--- src/rtl/spi_responder.sv ---
// spi_responder: SPI target (slave) that receives one byte per 8 sample edges
// and transmits a byte from a single-entry transmit buffer. All SPI pins are
// asynchronous to clk and are resynchronised before use.
//
// Parameters
//   CPOL      SPI_CLK idle level
//   CPHA      0 = sample on leading edge, 1 = sample on trailing edge
// Ports
//   clk       system clock, rising edge
//   rst       synchronous active-high reset
//   SPI_CLK   serial clock from the driver (async)
//   SPI_EN    active-high select from the driver (async)
//   SPI_MOSI  serial data in, MSB first (async)
//   SPI_MISO  serial data out, MSB first; 0 while idle
//   tx_data   next byte to transmit
//   tx_load   write strobe for tx_data, honoured only while tx_ready=1
//   tx_ready  high when the transmit buffer is empty
//   data_out  last fully received byte
//   rx_valid  one-cycle pulse when data_out updates
//   rx_abort  one-cycle pulse when SPI_EN drops mid-byte
//   busy      high whenever the state machine is not idle
module spi_responder #(
  parameter logic CPOL = 1'b1,
  parameter logic CPHA = 1'b0
) (
  input  logic       clk,
  input  logic       rst,
  input  logic       SPI_CLK,
  input  logic       SPI_EN,
  input  logic       SPI_MOSI,
  output logic       SPI_MISO,
  input  logic [7:0] tx_data,
  input  logic       tx_load,
  output logic       tx_ready,
  output logic [7:0] data_out,
  output logic       rx_valid,
  output logic       rx_abort,
  output logic       busy
);

  typedef enum logic [1:0] {
    IDLE  = 2'd0,
    LOAD  = 2'd1,
    SHIFT = 2'd2,
    DONE  = 2'd3
  } state_t;

  state_t      state_r;
  logic        sclk_s1_r, sclk_s2_r, sclk_s3_r;
  logic        en_s1_r, en_s2_r, en_d_r;
  logic        mosi_s1_r, mosi_s2_r;
  logic [2:0]  bit_cnt_r;
  logic [7:0]  rx_shift_r;
  logic [7:0]  tx_shift_r;
  logic [7:0]  tx_buf_r;

  logic        lead_s, trail_s, sample_s, shift_s, en_rise_s;
  logic [7:0]  load_byte_s;

  // Two-flop synchronisers on all SPI pins, third clock flop and enable delay for edge detection
  always_ff @(posedge clk) begin
    if (rst) begin
      sclk_s1_r <= CPOL;
      sclk_s2_r <= CPOL;
      sclk_s3_r <= CPOL;
      en_s1_r   <= 1'b0;
      en_s2_r   <= 1'b0;
      en_d_r    <= 1'b0;
      mosi_s1_r <= 1'b0;
      mosi_s2_r <= 1'b0;
    end else begin
      sclk_s1_r <= SPI_CLK;
      sclk_s2_r <= sclk_s1_r;
      sclk_s3_r <= sclk_s2_r;
      en_s1_r   <= SPI_EN;
      en_s2_r   <= en_s1_r;
      en_d_r    <= en_s2_r;
      mosi_s1_r <= SPI_MOSI;
      mosi_s2_r <= mosi_s1_r;
    end
  end

  // Edge classification and the byte that LOAD hands to the shifter
  always_comb begin
    lead_s    = (sclk_s2_r != CPOL) && (sclk_s3_r == CPOL);
    trail_s   = (sclk_s2_r == CPOL) && (sclk_s3_r != CPOL);
    en_rise_s = en_s2_r && !en_d_r;
    if (CPHA == 1'b0) begin
      sample_s = lead_s;
      shift_s  = trail_s;
    end else begin
      sample_s = trail_s;
      shift_s  = lead_s;
    end
    if (tx_ready) begin
      load_byte_s = 8'h00;
    end else begin
      load_byte_s = tx_buf_r;
    end
  end

  // Transfer state machine, transmit buffer and all registered outputs
  always_ff @(posedge clk) begin
    if (rst) begin
      state_r    <= IDLE;
      SPI_MISO   <= 1'b0;
      data_out   <= 8'h00;
      rx_valid   <= 1'b0;
      rx_abort   <= 1'b0;
      busy       <= 1'b0;
      tx_ready   <= 1'b1;
      tx_buf_r   <= 8'h00;
      bit_cnt_r  <= 3'd0;
      rx_shift_r <= 8'h00;
      tx_shift_r <= 8'h00;
    end else begin
      rx_valid <= 1'b0;
      rx_abort <= 1'b0;
      // A LOAD that empties the buffer below overrides this in the same cycle.
      if (tx_load && tx_ready) begin
        tx_buf_r <= tx_data;
        tx_ready <= 1'b0;
      end
      case (state_r)
        IDLE: begin
          SPI_MISO  <= 1'b0;
          bit_cnt_r <= 3'd0;
          if (en_rise_s) begin
            state_r <= LOAD;
            busy    <= 1'b1;
          end else begin
            state_r <= IDLE;
            busy    <= 1'b0;
          end
        end
        LOAD: begin
          if (!en_s2_r) begin
            state_r  <= IDLE;
            busy     <= 1'b0;
            SPI_MISO <= 1'b0;
            rx_abort <= 1'b1;
          end else begin
            state_r   <= SHIFT;
            bit_cnt_r <= 3'd0;
            if (!tx_ready) begin
              tx_ready <= 1'b1;
            end
            // CPHA=0 must present bit 7 before the first (sampling) edge.
            if (CPHA == 1'b0) begin
              SPI_MISO   <= load_byte_s[7];
              tx_shift_r <= {load_byte_s[6:0], 1'b0};
            end else begin
              tx_shift_r <= load_byte_s;
            end
          end
        end
        SHIFT: begin
          if (!en_s2_r) begin
            state_r  <= IDLE;
            busy     <= 1'b0;
            SPI_MISO <= 1'b0;
            rx_abort <= 1'b1;
          end else begin
            if (sample_s) begin
              rx_shift_r <= {rx_shift_r[6:0], mosi_s2_r};
              bit_cnt_r  <= bit_cnt_r + 3'd1;
              if (bit_cnt_r == 3'd7) begin
                state_r <= DONE;
              end
            end
            // With CPHA=0 the trailing edge of the previous byte's last bit
            // arrives after LOAD; it must not advance the new byte.
            if (shift_s && (CPHA || (bit_cnt_r != 3'd0))) begin
              SPI_MISO   <= tx_shift_r[7];
              tx_shift_r <= {tx_shift_r[6:0], 1'b0};
            end
          end
        end
        DONE: begin
          data_out <= rx_shift_r;
          rx_valid <= 1'b1;
          if (en_s2_r) begin
            state_r <= LOAD;
            busy    <= 1'b1;
          end else begin
            state_r  <= IDLE;
            busy     <= 1'b0;
            SPI_MISO <= 1'b0;
          end
        end
        default: begin
          state_r  <= IDLE;
          busy     <= 1'b0;
          SPI_MISO <= 1'b0;
        end
      endcase
    end
  end

endmodule
--- config.mk ---
export PLATFORM = sky130hd
export DESIGN_NAME = spi_responder
export DESIGN_NICKNAME = d
export VERILOG_FILES = /design/src/rtl/spi_responder.sv
export SDC_FILE = /design/constraint.sdc
export NUM_CORES = 1
export LEC_CHECK = 0
export CELL_PAD_IN_SITES_DETAIL_PLACEMENT = 0
export CELL_PAD_IN_SITES_GLOBAL_PLACEMENT = 1
export CORE_MARGIN = 4
export CORE_UTILIZATION = 30
export CTS_CLUSTER_DIAMETER = 200
export DETAILED_ROUTE_END_ITERATION = 8
export PLACE_DENSITY_LB_ADDON = 0.1
export SLEW_MARGIN = 15
export SYNTH_ARGS = -nofsm -noshare
export SYNTH_HDL_FRONTEND = slang
export SYNTH_SLANG_ARGS = --single-unit
export TNS_END_PERCENT = 100
--- constraint.sdc ---
create_clock -name clk -period 2.1 [get_ports clk]
set_input_delay 0.525 -clock clk [delete_from_list [all_inputs] [get_ports clk]]
set_output_delay 0.525 -clock clk [all_outputs]
set_load 0.03 [all_outputs]
==> flow_summary_export.csv, run 1 <==
group,metric,value,unit
sta,finalSetupViolCount,0,
flow_run,max_cap_viol_count,0,
logic_synthesis,synth_area,1996,um^2
grt,grt_pass1_wl,7210,um
sta,rsz0062_at_grt,"no",
sta,layout_min_cycle_time,1.890,ns
logic_synthesis,yosys_warnings,0,
final_layout,drive_gt1_share,8.800,%
critical_path,crit_start,"state_r[0]",
critical_path,ff2ff_setup_slack,0.21,ns
clocking,insertion_delay,0.30,ns
clocking,post_cts_buffers,0,
clocking,cts_buffers,5,
sta,fmax,529.0,MHz
final_layout,layout_commonest_cell,"dfxtp_1",
critical_path,r2r-start,"state_r[0]",
logic_synthesis,synth_seq_cells,49,
floorplanning,die_area,8021,um^2
grt,grt_pass1_vias,1559,
grt,grt_max_degree,48,
logic_synthesis,syn-num-nets,247,
detailed_routing,post_drt_wl_per_cell,12.72,um
detailed_routing,first_iter_violations,57,
detailed_routing,dr_total_vias,1542,
critical_path,worstSetupPathType,"reg2reg",
critical_path,reg2regPathDepth,7,
logic_synthesis,synth_top_area_share,49.15,%
clocking,clk_pin_slew_worst_paths,0.09,ns
detailed_routing,firstDrtPassIters,4,
floorplanning,rows,29,
sta,fin_crit_sh,90.01,%
critical_path,critical_path_peak_fanout,9,
clocking,cts-root-buf,"clkbuf_8",
critical_path,worstSetupEndpointType,"flop",
sta,maxSlewViolCount,0,
logic_synthesis,ys_top_cells_by_area,"dfxtp_1, a21oi_1, nand2_1, ha_1, mux2i_1",
detailed_routing,drc,0,
critical_path,arrival,2.12,ns
sta,setup_tns,0,ns
power,powerDensity,715.5,nW/um^2
critical_path,crit_path_end,"tx_shift_r[6]",
clocking,cts_max_path_buffers,2,
placed_design,io_buffers,26,
final_layout,diodes,0,
min_path,hold_class,"reg2reg",
placed_design,gp_congestion,0.7124,
logic_synthesis,synth_top_area_cell,"dfxtp_1",
floorplanning,die_w,89.56,um
floorplanning,fp.coreArea,6422,um^2
detailed_routing,ant_nets,0,
logic_synthesis,syn-mean-instance-area,8.870,um^2
grt,antenna_found_initial,0,
logic_synthesis,synthCells,225,
grt,gr-total-overflow,0,
sta,skew,0.005746,ns
clocking,cts_tree,"done",
sta,finalHoldViolCount,0,
clocking,h-tree-depth,2,
floorplanning,start_util,31.07,%
power,finalPower,1.765,mW
detailed_routing,routed_wirelength,4159,um
floorplanning,boundaryPins,27,
status,status,"completed",
floorplanning,die_y,89.56,um
logic_synthesis,ys_seq_area_share,49.15,%
final_layout,area_growth,23.64,%
detailed_routing,viasPerCell,4.716,
sta,worstMarginPinSlew,0.7481,ns
grt,track_usage,11.72,%
final_layout,layout.nets,271,
critical_path,required,2.33,ns
sta,slew_headroom,50.13,%
final_layout,mostFrequentLayoutCells,"dfxtp_1, a21oi_1, nand2_1",
critical_path,rr_endpoint,"tx_shift_r[6]",
logic_synthesis,ys_types,29,
power,ir_drop,353.5,uV
placed_design,dpl.hpwl,2692,um
power,p_leak,0.8668,nW
critical_path,cp-start-kind,"flop",
clocking,cts.sinks,49,
## kinds of logic (layout without fill, tap and decap cells)
logic type,after synthesis,after routing,share of synthesized area [%]
flops,49,49,49.15
buf+inv,22,47,5.078
fa+ha+maj,8,8,5.016
compound gates,57,57,15.55
simple gates,81,81,21.19
mux,8,8,4.013
## critical path, cell delays in order, from the launching register on
cell     delay [ns]
dfxtp_1        0.40
inv_1          0.10
ha_1           0.33
buf_4          0.21
nor3b_1        0.27
a21oi_1        0.07
or3_1          0.31
a21oi_1        0.14
## how the worst min path moves through the flow
stage | startpoint | end | slack (ns) | cells past startpoint
after floorplan | sclk_s1_r | sclk_s2_r | 0.39 | 1
after global placement | sclk_s1_r | sclk_s2_r | 0.40 | 1
after detailed placement | sclk_s1_r | sclk_s2_r | 0.40 | 1
after CTS | sclk_s1_r | sclk_s2_r | 0.42 | 1
after global routing | sclk_s1_r | sclk_s2_r | 0.44 | 1
final | sclk_s1_r | sclk_s2_r | 0.42 | 1
## Yosys cell counts
| cell | n |
|---|---|
| dfxtp_1 | 49 |
| a21oi_1 | 37 |
| nand2_1 | 30 |
| nor2_1 | 12 |
| o21ai_0 | 12 |
| clkbuf_1 | 9 |
| ha_1 | 8 |
| mux2i_1 | 8 |
| nand3_1 | 8 |
| nor3b_1 | 8 |
| inv_1 | 7 |
| nor2b_1 | 7 |
| or3_1 | 6 |
| buf_2 | 3 |
| or2_2 | 3 |
| a21o_1 | 2 |
| buf_4 | 2 |
| nand2b_1 | 2 |
| or4b_1 | 2 |
| a2111oi_0 | 1 |
| a211oi_1 | 1 |
| a21oi_2 | 1 |
| a31oi_2 | 1 |
| buf_6 | 1 |
| nand3b_1 | 1 |
| nand4b_2 | 1 |
| nor3_2 | 1 |
| o21ai_1 | 1 |
| o21bai_1 | 1 |
## area by class of cell
cell class	count	area, um^2
Sequential cell	49	980.9
Timing Repair Buffer	32	317.8
Multi-Input combinational cell	154	925.9
Tap cell	77	96.34
Inverter	7	26.28
Clock inverter	2	37.54
Fill cell	665	3955
Clock buffer	6	82.58
## what timing repair did
item / CTS / global route
endpoints found under the setup margin: 0 / 6
hold buffers: 0 / 0
gates resized for setup: 0 / 2
## sequential cells by signal, summed over array words and instances, names as in the netlist, 2 cells and up
signal / cells
rx_shift_r: 8
state_r: 2
bit_cnt_r: 3
tx_buf_r: 8
tx_shift_r: 7
data_out: 8
## metrics by stage
step | hold WS [ns] | setup slack [ns] | std cells | cell area [um^2] | util, %
after floorplan | 0.3895 | 0.4537 | 225 | 1996 | -
after global placement | 0.4007 | 0.2627 | 319 | 2335 | 36.35
after detailed placement | 0.3994 | 0.1872 | 319 | 2335 | 36.35
after CTS | 0.4225 | 0.1767 | 327 | 2455 | 38.22
after global routing | 0.4408 | 0.05391 | 327 | 2467 | 38.42
final | 0.4184 | 0.2097 | 327 | 2467 | 38.42
## report_power, final
group	internal [mW]	total [mW]	switching, mW	leakage (nW)
combinational	0.0534	0.107	0.0538	0.412
clock	0.387	0.699	0.312	0.0574
sequential	0.947	0.959	0.0121	0.398
## per-layer routing
layer	track usage, %	share of wire, %	vias to the layer above
li1	-	-	817
met1	16.76	54	696
met2	16.76	42	21
met3	2.765	2.6	8
met4	4.871	1.7	0
met5	0	0	-
No activity file was read; power rests on OpenSTA's default activity.
==> inputs of run 2 (changes only) <==
MAX_ROUTING_LAYER = met4   (was not set)
PLACE_DENSITY = 0.69   (was not set)
PLACE_DENSITY_LB_ADDON = not set   (was 0.1)
==> flow_summary_export.csv, run 2 (synthesis results as in run 1) <==
group,metric,value,unit
final_layout,area_growth,21.63,%
detailed_routing,dr_total_vias,1560,
status,status,"completed",
detailed_routing,routed_wirelength,4040,um
flow_run,max_cap_viol_count,0,
critical_path,crit_chain,"clkdlybuf4s50_1",
sta,slew_headroom,47.41,%
critical_path,arrival,1.33,ns
placed_design,gp_congestion,0.7325,
sta,rsz0062_at_grt,"no",
floorplanning,die_y,89.56,um
critical_path,critPathTopFamily,"buffers and inverters",
sta,finalHoldViolCount,0,
critical_path,worstSetupPathType,"reg2out",
clocking,cts-root-buf,"clkbuf_8",
clocking,clk_pin_slew_worst_paths,0.08,ns
critical_path,cp_slowest_stage_delay,0.69,ns
critical_path,cp-start-kind,"flop",
critical_path,required,1.57,ns
final_layout,layout.nets,273,
floorplanning,die_area,8021,um^2
detailed_routing,post_drt_wl_per_cell,12.32,um
clocking,hold_buffers,0,
critical_path,path_buf_inv,1,
clocking,cts_buffers,5,
final_layout,fill_cells,677,
detailed_routing,drc,0,
detailed_routing,firstDrtPassIters,4,
sta,skew,0.003352,ns
final_layout,layout_commonest_cell,"dfxtp_1",
detailed_routing,viasPerCell,4.756,
clocking,cts_max_path_buffers,2,
clocking,cts_tree,"done",
grt,gr-total-overflow,0,
final_layout,drive_gt1_share,8.765,%
power,ir_drop,359.7,uV
critical_path,critical_path_peak_fanout,2,
critical_path,cp_slowest_cell,"clkdlybuf4s50_1",
floorplanning,fp.coreArea,6422,um^2
grt,track_usage,11.52,%
clocking,insertion_delay,0.29,ns
sta,finalSetupViolCount,0,
placed_design,io_buffers,26,
final_layout,fin_util,37.79,%
detailed_routing,ant_nets,0,
clocking,h-tree-depth,2,
floorplanning,die_w,89.56,um
sta,layout_min_cycle_time,1.859,ns
critical_path,worstSetupEndpointType,"output pin",
grt,grt_max_degree,21,
final_layout,diodes,0,
clocking,cts.sinks,49,
sta,worstMarginPinSlew,0.7889,ns
clocking,post_cts_buffers,0,
grt,grt_pass1_vias,1512,
detailed_routing,first_iter_violations,72,
power,p_leak,0.8577,nW
floorplanning,start_util,31.07,%
floorplanning,boundaryPins,27,
power,powerDensity,663.0,nW/um^2
final_layout,reg_top3,"data_out x8, rx_shift_r x8, tx_buf_r x8",
floorplanning,rows,29,
final_layout,mostFrequentLayoutCells,"dfxtp_1, a21oi_1, nand2_1",
grt,grt_pass1_wl,7038,um
placed_design,dpl.hpwl,2745,um
sta,setup_tns,0,ns
sta,fmax,537.8,MHz
grt,antenna_found_initial,0,
min_path,hold_class,"reg2reg",
sta,fin_crit_sh,88.54,%
sta,maxSlewViolCount,0,
## run 2: worst paths after layout
kind,start,to,slack (ns),cells after the start
max,data_out[5],data_out[5],0.24,1
min,sclk_s1_r,sclk_s2_r,0.43,1
min reg2reg,sclk_s1_r,sclk_s2_r,0.43,1
max reg2reg,state_r[0],tx_shift_r[7],0.30,7
## run 2: cell type report
cell class	instances	area, um^2	share of cell area, %
multi-input cells	154	917.1	37.78
repair buffers	34	320.3	13.20
well taps	77	96.34	3.969
flip-flops and latches	49	980.9	40.41
clock buffers	7	86.33	3.557
inverters	7	26.28	1.082
## run 2: through the flow
step	cells	setup slack (ns)	power [mW]	cell area, um^2	hold slack, ns
5_1_grt	328	0.006583	1.692	2427	0.4443
3_3_place_gp	321	0.2814	1.085	2337	0.4128
2_1_floorplan	225	0.4537	1.037	1996	0.3895
4_1_cts	328	0.2127	1.644	2424	0.4407
3_5_place_dp	321	0.2316	1.085	2337	0.4039
6_report	328	0.2407	1.609	2427	0.4286
## run 2: where the power goes
| part | internal (mW) | switching, mW |
|---|---|---|
| registers | 0.947 | 0.0105 |
| clock network | 0.262 | 0.286 |
| logic | 0.0520 | 0.0525 |
## run 2: layer usage
layer / GRT usage (%) / wire, um
met3: 3.041 / 142
met2: 16.62 / 1766
met4: 4.465 / 64
met5: - / 0
met1: 15.29 / 2067
## run 2: repair_timing
item                                    CTS  global route
gates resized for setup                   0             1
endpoints found under the hold margin     0             0
endpoints found under the setup margin    0             3
